## src/rtl/led_pkg.sv

```systemverilog
// led_pkg: mode encoding and shared constants for the LED pattern generator.
package led_pkg;
    typedef logic [1:0] led_mode_t;
    localparam led_mode_t LED_OFF   = 2'b00;
    localparam led_mode_t LED_ON    = 2'b01;
    localparam led_mode_t LED_BLINK = 2'b10;
    localparam led_mode_t LED_PWM   = 2'b11;
    localparam int PERIOD_MIN = 2;
endpackage

```

## src/rtl/led_channel.sv

```systemverilog
// led_channel: one LED channel with shadow/active config, period counter and registered output.
// Ports: clk/rst_n clock and async active-low reset; i_we/i_mode/i_period/i_duty shadow write;
//        i_phase shared PWM phase; o_pending shadow waiting; o_led registered drive.
// Optional: LED_BREATHE_EN makes PWM mode with a nonzero period ramp its duty as a triangle.
module led_channel
    import led_pkg::*;
#(
    parameter int               CNT_W          = 32,
    parameter int               PWM_W          = 8,
    parameter logic [CNT_W-1:0] DEFAULT_PERIOD = 50000000
) (
    input  logic             clk,
    input  logic             rst_n,
    input  logic             i_we,
    input  logic [1:0]       i_mode,
    input  logic [CNT_W-1:0] i_period,
    input  logic [PWM_W-1:0] i_duty,
    input  logic [PWM_W-1:0] i_phase,
    output logic             o_pending,
    output logic             o_led
);
    led_mode_t        r_sh_mode, r_act_mode;
    logic [CNT_W-1:0] r_sh_period, r_act_period, r_cnt;
    logic [PWM_W-1:0] r_sh_duty, r_act_duty;
    logic             r_pending, r_led;
    logic [CNT_W-1:0] w_period;
    logic             w_count, w_wrap, w_xfer, w_led;

    assign w_period = (i_period < CNT_W'(PERIOD_MIN)) ? CNT_W'(PERIOD_MIN) : i_period;
`ifdef LED_BREATHE_EN
    logic             r_sh_pnz, r_act_pnz, r_dir;
    logic             w_dir_next;
    logic [PWM_W-1:0] w_duty_step;
    // the zero-period test uses the raw written value, before the clamp
    assign w_count     = (r_act_mode == LED_BLINK) || (r_act_mode == LED_PWM && r_act_pnz);
    // reverse at the rails so the step moves away from them in the same cycle
    assign w_dir_next  = r_dir ? (r_act_duty != '1) : (r_act_duty == '0);
    assign w_duty_step = w_dir_next ? r_act_duty + 1'b1 : r_act_duty - 1'b1;
    always_ff @(posedge clk or negedge rst_n) begin
        if (!rst_n) begin
            r_sh_pnz  <= 1'b1;
            r_act_pnz <= 1'b1;
            r_dir     <= 1'b1;
        end else begin
            if (i_we)
                r_sh_pnz <= |i_period;
            if (w_xfer) begin
                r_act_pnz <= r_sh_pnz;
                r_dir     <= 1'b1;
            end else if (w_wrap && r_act_mode == LED_PWM) begin
                r_dir <= w_dir_next;
            end
        end
    end
`else
    assign w_count = (r_act_mode == LED_BLINK);
`endif
    assign w_wrap = w_count && (r_cnt == r_act_period - 1'b1);
    // non-counting modes have no phase to protect, so they take new config at once
    assign w_xfer = r_pending && (!w_count || w_wrap);
    assign w_led  = (r_act_mode == LED_ON)
                 || (r_act_mode == LED_BLINK && r_cnt < (r_act_period >> 1))
                 || (r_act_mode == LED_PWM && i_phase < r_act_duty);

    always_ff @(posedge clk or negedge rst_n) begin
        if (!rst_n) begin
            r_sh_mode    <= LED_OFF;
            r_act_mode   <= LED_OFF;
            r_sh_period  <= DEFAULT_PERIOD;
            r_act_period <= DEFAULT_PERIOD;
            r_sh_duty    <= '0;
            r_act_duty   <= '0;
            r_cnt        <= '0;
            r_pending    <= 1'b0;
            r_led        <= 1'b0;
        end else begin
            if (i_we) begin
                r_sh_mode   <= i_mode;
                r_sh_period <= w_period;
                r_sh_duty   <= i_duty;
            end
            r_pending <= i_we || (r_pending && !w_xfer);
            if (w_xfer) begin
                r_act_mode   <= r_sh_mode;
                r_act_period <= r_sh_period;
                r_act_duty   <= r_sh_duty;
                r_cnt        <= '0;
            end else begin
                r_cnt <= (w_count && !w_wrap) ? r_cnt + 1'b1 : '0;
`ifdef LED_BREATHE_EN
                if (w_wrap && r_act_mode == LED_PWM)
                    r_act_duty <= w_duty_step;
`endif
            end
            r_led <= w_led;
        end
    end

    assign o_pending = r_pending;
    assign o_led     = r_led;
endmodule

```

## src/rtl/led_pattern_gen.sv

```systemverilog
// led_pattern_gen: multi-channel LED driver (off/on/blink/PWM) with glitch-free config update.
// Ports: sys_clk/sys_rst_n clock and async active-low reset; cfg_we/cfg_sel/cfg_mode/cfg_period/
//        cfg_duty per-channel config write; cfg_pending shadow waiting per channel; led drive.
// Optional: LED_BREATHE_EN enables the breathing PWM ramp inside each channel.
module led_pattern_gen
    import led_pkg::*;
#(
    parameter int               NUM_LED        = 4,
    parameter int               CNT_W          = 32,
    parameter int               PWM_W          = 8,
    parameter logic [CNT_W-1:0] DEFAULT_PERIOD = 32'd50000000,
    localparam int              SEL_W          = (NUM_LED > 1) ? $clog2(NUM_LED) : 1
) (
    input  logic               sys_clk,
    input  logic               sys_rst_n,
    input  logic               cfg_we,
    input  logic [SEL_W-1:0]   cfg_sel,
    input  logic [1:0]         cfg_mode,
    input  logic [CNT_W-1:0]   cfg_period,
    input  logic [PWM_W-1:0]   cfg_duty,
    output logic [NUM_LED-1:0] cfg_pending,
    output logic [NUM_LED-1:0] led
);
    logic [PWM_W-1:0] r_phase;

    always_ff @(posedge sys_clk or negedge sys_rst_n) begin
        if (!sys_rst_n)
            r_phase <= '0;
        else
            r_phase <= r_phase + 1'b1;
    end

    // an out-of-range select matches no channel, so the write is dropped
    for (genvar i = 0; i < NUM_LED; i++) begin : g_ch
        led_channel #(
            .CNT_W          (CNT_W),
            .PWM_W          (PWM_W),
            .DEFAULT_PERIOD (DEFAULT_PERIOD)
        ) u_ch (
            .clk       (sys_clk),
            .rst_n     (sys_rst_n),
            .i_we      (cfg_we && cfg_sel == SEL_W'(i)),
            .i_mode    (cfg_mode),
            .i_period  (cfg_period),
            .i_duty    (cfg_duty),
            .i_phase   (r_phase),
            .o_pending (cfg_pending[i]),
            .o_led     (led[i])
        );
    end
endmodule

```

## config.mk

```make
export PLATFORM = sky130hd
export DESIGN_NAME = led_pattern_gen
export DESIGN_NICKNAME = d
export VERILOG_FILES = /design/src/rtl/led_pkg.sv /design/src/rtl/led_channel.sv /design/src/rtl/led_pattern_gen.sv
export SDC_FILE = /design/constraint.sdc
export NUM_CORES = 1
export LEC_CHECK = 0
export ABC_AREA = 1
export BUFFER_PORTS_ARGS = -buffer_cell sky130_fd_sc_hd__buf_4
export CORE_MARGIN = 5
export CORE_UTILIZATION = 64
export DETAILED_ROUTE_END_ITERATION = 6
export PLACE_DENSITY = 0.79
export RECOVER_POWER = 50
export SLEW_MARGIN = 15
export SYNTH_ARGS = -nofsm -noshare
export SYNTH_HDL_FRONTEND = slang
export SYNTH_SLANG_ARGS = --single-unit
```

## constraint.sdc

```tcl
create_clock -name sys_clk -period 2.6 [get_ports sys_clk]
set_input_delay 0.13 -clock sys_clk [delete_from_list [all_inputs] [get_ports sys_clk]]
set_output_delay 0.13 -clock sys_clk [all_outputs]
set_load 0.02 [all_outputs]
```

---- Word level (Yosys, flattened, before mapping) ----
Index checks and enable logic that the tools add are counted.
Widths: inputs -> output; s select.
storage, ports and cells
  register bits ........................... 480
  output and inout bits ................... 8
cells by class
  add/sub/neg operators ................... 9
  muxes and demuxes ....................... 9
  reduce and logical (&&, ||, !) cells .... 57
  $lt $le $gt $ge ......................... 9
  equality and inequality tests ........... 19
operators by type and width
  cell                   number
  $mux 32                9
  $add 32x1->32 const B  4
  $eq 32x32->1           4
  $lt 32x31->1           4
  $sub 32x1->32 const B  4
  $lt 32x2->1 const B    1
  $lt 8x8->1             4
  $logic_and 1x1->1      28
  $eq 2x2->1 const B     10
  $logic_or 1x1->1       16
  $logic_not 1->1        12
  $eq 2x1->1 const B     5
  $add 8x1->8 const B    1
  $logic_not 2->1        1

---- Longest topological paths before layout ----
  depth after elaboration ................. 8
  gate-level depth with buffers ........... 18
  depth with buffers taken out ............ 17

---- Cells and area by module ----
From an unflattened synthesis, not the netlist that was laid out.
second synthesis, totals
  cell total of the unflattened synthesis .. 4067
  area, all modules ....................... 31071.0 um2
modules (own cells, without submodules)
  module           times used  seq. area each (um2)  area each (um2)  cells each
  led_channel      4           2982.9                7676.1           1006
  led_pattern_gen  1           200.2                 366.6            43

---- Least setup slack after synthesis ----
OpenSTA, ideal clock, no wires.
  path type ............................... flip-flop to flip-flop
  start ................................... register g_ch[2].u_ch.r_act_period[0]
  end ..................................... register g_ch[2].u_ch.r_cnt[11]
  slack ................................... 0.435 ns
  period minus slack after synthesis ...... 2.165 ns
  arrival time ............................ 2.044 ns
  cell stages (with the launch flop) ...... 18
  cells stage by stage .................... dfrtp_1 inv_1 ha_1 nand2_1 nor2_4 nand2_2 nor2_1 nand3_1 nand2_1 nand2_1 inv_1 nand2_1 nor2_1 nand3_2 nand2_2 buf_6 buf_2 nor2_1
between the ends
  word-level cells in the longest chain between the ends .. 7
RTL lines
  item                    line               text
  start, declared         led_channel.sv:23  logic [CNT_W-1:0] r_sh_period, r_act_period, r_cnt;
  start signal, assigned  led_channel.sv:85  r_act_period <= r_sh_period;
  $sub 32x1->32 *         led_channel.sv:58  assign w_wrap = w_count && (r_cnt == r_act_period - 1'b1);
  $eq 32x32->1 *          led_channel.sv:58
  $logic_and 1x1->1 *     led_channel.sv:58
  $logic_not 1->1         led_channel.sv:89  r_cnt <= (w_count && !w_wrap) ? r_cnt + 1'b1 : '0;
  $logic_and 1x1->1       led_channel.sv:89
  $mux 32                 led_channel.sv:89
  $mux 32 *               led_channel.sv:83  if (w_xfer) begin
  end signal, assigned    led_channel.sv:89
  end, declared           led_channel.sv:23
Every way passes the cells marked *; elsewhere a longest branch is shown, timed or not.
A chain may end at the register's enable or synchronous reset.

---- Final worst setup path ----
  start ................................... register g_ch[2].u_ch.r_act_period[11]
  end ..................................... register g_ch[2].u_ch.r_act_period[27]
between the ends
  word-level cells in the longest chain between the ends .. 5
RTL lines
  item               line               text
  $sub 32x1->32      led_channel.sv:58
  $eq 32x32->1       led_channel.sv:58
  $logic_and 1x1->1  led_channel.sv:58
  $logic_or 1x1->1   led_channel.sv:60  assign w_xfer = r_pending && (!w_count || w_wrap);
  $logic_and 1x1->1  led_channel.sv:60
Every way passes these cells.

==> impl_metrics.py <==
metrics = {
    "hold_path": {
        "hold_path_startpoint": "cfg_period[3]",
        "hold_class": "in -> reg",
        "hold_depth": 4,
        "hold_end": "g_ch[1].u_ch.r_sh_period[3]",
    },
    "worst_setup_path": {
        "path_max_fanout": 7,
        "critPathBufInv": 2,
        "path_cells": "nor2_1 > nand2_1 > nor2_4 > nand2_1 > nand2_1 > nand2_1 > inv_1 > nand2_1 > nor2_1 > nand2_1 > nor2_2 > nand3_2 > nand2_4 > nand2_8 > clkbuf_16 > nand2_1 > nand2_1",
        "r2r_start": "g_ch[2].u_ch.r_act_period[11]",
        "r2r-end": "g_ch[2].u_ch.r_act_period[27]",
        "worst_r2r_path_depth": 17,
        "critPathTopFamily": "simple AND/OR/NAND/NOR gates",
        "critical_path_arrival_ns": 3.00,
        "cpPeakStageDelay_ns": 0.45,
        "crit_path_start_kind": "flop",
        "slowest_stage": "dfrtp_1",
        "criticalPathCategory": "reg -> reg",
        "cpMostUsedCell": "nand2_1",
        "end_kind": "flop",
        "ff2ff_setup_slack_ns": 0.08,
        "cp.required_ns": 3.08,
    },
    "drt": {
        "vias_per_cell": 5.58,
        "wire_per_inst_um": 17.6,
        "initialDrtViolationCount": 2242,
        "ant_nets": 0,
        "drc": 0,
        "wirelength_um": 81700,
        "drt_pass1_iterations": 5,
        "route.vias.total": 26000,
    },
    "global_routing": {
        "gr-total-overflow": 0,
        "grtUsageTotal_pct": 31.0,
        "grt_busiest_layer": "met2",
        "grt_util_met2_pct": 49.2,
        "met1_usage_pct": 42.7,
        "grt_antenna_before_repair": 2,
        "grt_pass1_wl_um": 127000,
        "grt_max_degree": 96,
        "grt_pass1_vias": 24600,
        "grt_use_met3_pct": 5.13,
    },
    "yosys": {
        "synthTopCellsByArea": "dfrtp_1, nand2_1, dfstp_2, ha_1, nor2_1",
        "synth_seq_cells": 480,
        "synth_top_area_share_pct": 32.6,
        "netlist_area_sq_um": 29500,
        "yosys.area.top_type": "dfrtp_1",
        "synth_enable_flop_cells": 0,
        "synth.avg_cell_area_sq_um": 7.62,
        "synth_warnings": 0,
        "synthFlopType": "dfrtp_1",
        "syn_inst": 3874,
        "yosysSeqAreaShare_pct": 41.1,
        "synth_cell_types": 47,
        "synthArstFlopShare_pct": 100,
        "synth_nets": 4078,
    },
    "die": {
        "initial_core_util_pct": 64.9,
        "die_y_um": 225,
        "rows": 78,
        "io_pins": 55,
        "die_w_um": 225,
        "die_area_sq_um": 50500,
        "core_sq_um": 45500,
    },
    "timing": {
        "fin_skew_ns": 0.0176,
        "fmax_mhz": 396,
        "slew_viol_final": 0,
        "max_slew_margin_pct": 6.12,
        "final_hold_viol_count": 0,
        "period_needed_ns": 2.52,
        "fin_crit_sh_pct": 97.0,
        "finalSetupViolCount": 0,
        "tightest_slew_ns": 1.41,
    },
    "final_layout": {
        "diodes": 0,
        "stdcell_area_sq_um": 33600,
        "drive_above_1_share_pct": 13.9,
        "fin_cells": 4656,
        "seq_area_sq_um": 12200,
        "layout.nets": 4219,
        "fillers": 3537,
        "multi_input_area_sq_um": 15300,
        "syn2layout_area_growth_pct": 14.0,
    },
    "clocking": {
        "ctsRootBufferMaster": "clkbuf_16",
        "htree_num_levels": 2,
        "cts_buffers": 50,
        "cts_tree": "done",
        "clk_pin_slew_ns": 0.06,
        "cts_buffer_depth": 3,
        "insertion_delay_ns": 0.61,
        "clock_sink_count": 480,
    },
    "placed_design": {
        "portBuffers": 54,
        "gp_congestion": 0.951,
        "place_area_sq_um": 30800,
        "hpwl_um": 56200,
        "dp.cells": 4499,
    },
    "power_and_ir_drop": {
        "powerDensity_nw_per_um2": 1030,
        "total_power_w": 0.0346,
        "p_comb_share_pct": 42.2,
        "p_int_w": 0.0197,
        "p_sw_w": 0.0148,
        "swShare_pct": 42.9,
        "power_frac_clock_pct": 22.5,
        "p_leak_nw": 16.6,
        "seq_power_share_pct": 35.3,
        "peakVddDrop_v": 0.000779,
    },
    "run": {
        "drv_cap": 0,
    },
    "status": {
        "outcome": "finished, final reports clean",
    },
}
==> cell type report <==
| class | count | share of cell area, % |
|---|---|---|
| clock buffers | 65 | 4.19 |
| clock inverters | 28 | 1.12 |
| inverters | 461 | 5.14 |
| multi-input cells | 2820 | 45.5 |
| flip-flops and latches | 480 | 36.1 |
| well taps | 600 | 2.23 |
| repair buffers | 202 | 5.66 |
==> synthesized netlist by cell type (3+ instances only) <==
cell type	count
a21boi_0	4
xor2_1	150
clkbuf_1	50
nand3_1	249
o21ai_0	210
nor4_1	18
buf_6	13
xnor2_1	74
buf_2	31
a21oi_1	91
or2_2	4
inv_2	5
nor2_1	455
nor3_1	79
nor3_2	5
a21o_1	5
ha_1	157
nor2_4	6
buf_12	3
dfrtp_1	384
buf_4	15
a31oi_1	8
o21bai_1	11
nor2_2	21
nand4_1	67
o211ai_1	6
o21ai_1	13
a211oi_1	3
dfstp_2	96
nand3_2	54
nand2_1	1067
and2_1	5
nand2_2	20
nand3b_1	20
inv_1	454
buf_8	3
==> worst max path at each step <==
stage,slack (ns),cells past startpoint,startpoint,to
after detailed placement,0.05,17,g_ch[2].u_ch.r_act_period[0],g_ch[2].u_ch.r_act_period[4]
after global routing,-0.07,18,g_ch[2].u_ch.r_act_period[0],g_ch[2].u_ch.r_act_period[27]
final,0.08,17,g_ch[2].u_ch.r_act_period[11],g_ch[2].u_ch.r_act_period[27]
after global placement,0.10,16,g_ch[3].u_ch.r_act_period[0],g_ch[3].u_ch.r_act_period[26]
after CTS,0.02,17,g_ch[2].u_ch.r_act_period[0],g_ch[2].u_ch.r_act_period[1]
after floorplan,0.43,17,g_ch[2].u_ch.r_act_period[0],g_ch[2].u_ch.r_cnt[11]
==> worst register-to-register path: stages (launching register included) <==
cell and delay [ns]:
dfrtp_1 0.45, nor2_1 0.18, nand2_1 0.14, nor2_4 0.19, nand2_1 0.14, nand2_1 0.09
nand2_1 0.05, inv_1 0.05, nand2_1 0.06, nor2_1 0.10, nand2_1 0.07, nor2_2 0.12
nand3_2 0.15, nand2_4 0.16, nand2_8 0.11, clkbuf_16 0.21, nand2_1 0.05, nand2_1 0.08
==> layer usage <==
layer / part of all wire (%) / up-vias
met3: 7.2 / 211
met5: 0.016 / -
met1: 42 / 12300
met4: 4.5 / 2
li1: - / 12600
met2: 46 / 860
==> stage by stage <==
stage                     hold slack [ns]  setup TNS, ns  setup WS [ns]  utilization (%)
after global routing               0.0262          -1.03        -0.0708             74.0
after detailed placement            0.238              0         0.0497             67.8
final                              0.0337              0         0.0778             74.0
after global placement              0.237              0          0.104             67.8
after floorplan                    -0.166              0          0.435                -
after CTS                        0.000198              0         0.0247             72.3
==> registers in the layout, summed over array words and instances, names as in the netlist <==
register	count
g_ch.u_ch.r_act_mode	8
g_ch.u_ch.r_sh_duty	32
g_ch.u_ch.o_pending	4
g_ch.u_ch.r_sh_period	128
g_ch.u_ch.r_sh_mode	8
g_ch.u_ch.o_led	4
g_ch.u_ch.r_cnt	128
r_phase	8
g_ch.u_ch.r_act_duty	32
g_ch.u_ch.r_act_period	128
==> logic make-up after synthesis <==
family | share of synthesized area (%)
AO/OA/AOI/OAI | 6.29
XOR/XNOR | 6.73
flip-flops | 41.1
adder cells (fa/ha/maj) | 6.66
buffers and inverters | 8.26
AND/OR/NAND/NOR | 30.9
==> layout by cell type, fill, tap and decap left out, types with 23 or more instances in the layout <==
| master | instances |
|---|---|
| clkbuf_16 | 61 |
| nor2_2 | 48 |
| buf_4 | 126 |
| inv_1 | 446 |
| nand4_1 | 67 |
| nor2_1 | 413 |
| dfrtp_1 | 367 |
| nand2_1 | 1057 |
| nand3_2 | 57 |
| o21ai_0 | 210 |
| dfstp_2 | 96 |
| nor2_4 | 23 |
| xor2_1 | 150 |
| xnor2_1 | 74 |
| ha_1 | 153 |
| nor3_1 | 74 |
| nand3_1 | 245 |
| a21oi_1 | 91 |
| dlygate4sd3_1 | 27 |
==> power groups by stage <==
stage | clock network [W] | logic (W) | registers (W)
2_1_floorplan | 0 | 0.0106 | 0.0112
4_1_cts | 0.00786 | 0.0133 | 0.0120
3_5_place_dp | 0 | 0.0131 | 0.0121
3_3_place_gp | 0 | 0.0128 | 0.0121
6_report | 0.00779 | 0.0146 | 0.0122
5_1_grt | 0.00819 | 0.0166 | 0.0124
==> timing repair <==
| item | in CTS | in global routing |
|---|---|---|
| gates resized for setup | 0 | 122 |
| endpoints found under the setup margin | 0 | 286 |
| endpoints found under the hold margin | 125 | 0 |
| hold buffers | 27 | 0 |
| setup buffers | 0 | 18 |
No activity file was read; power rests on OpenSTA's default activity.
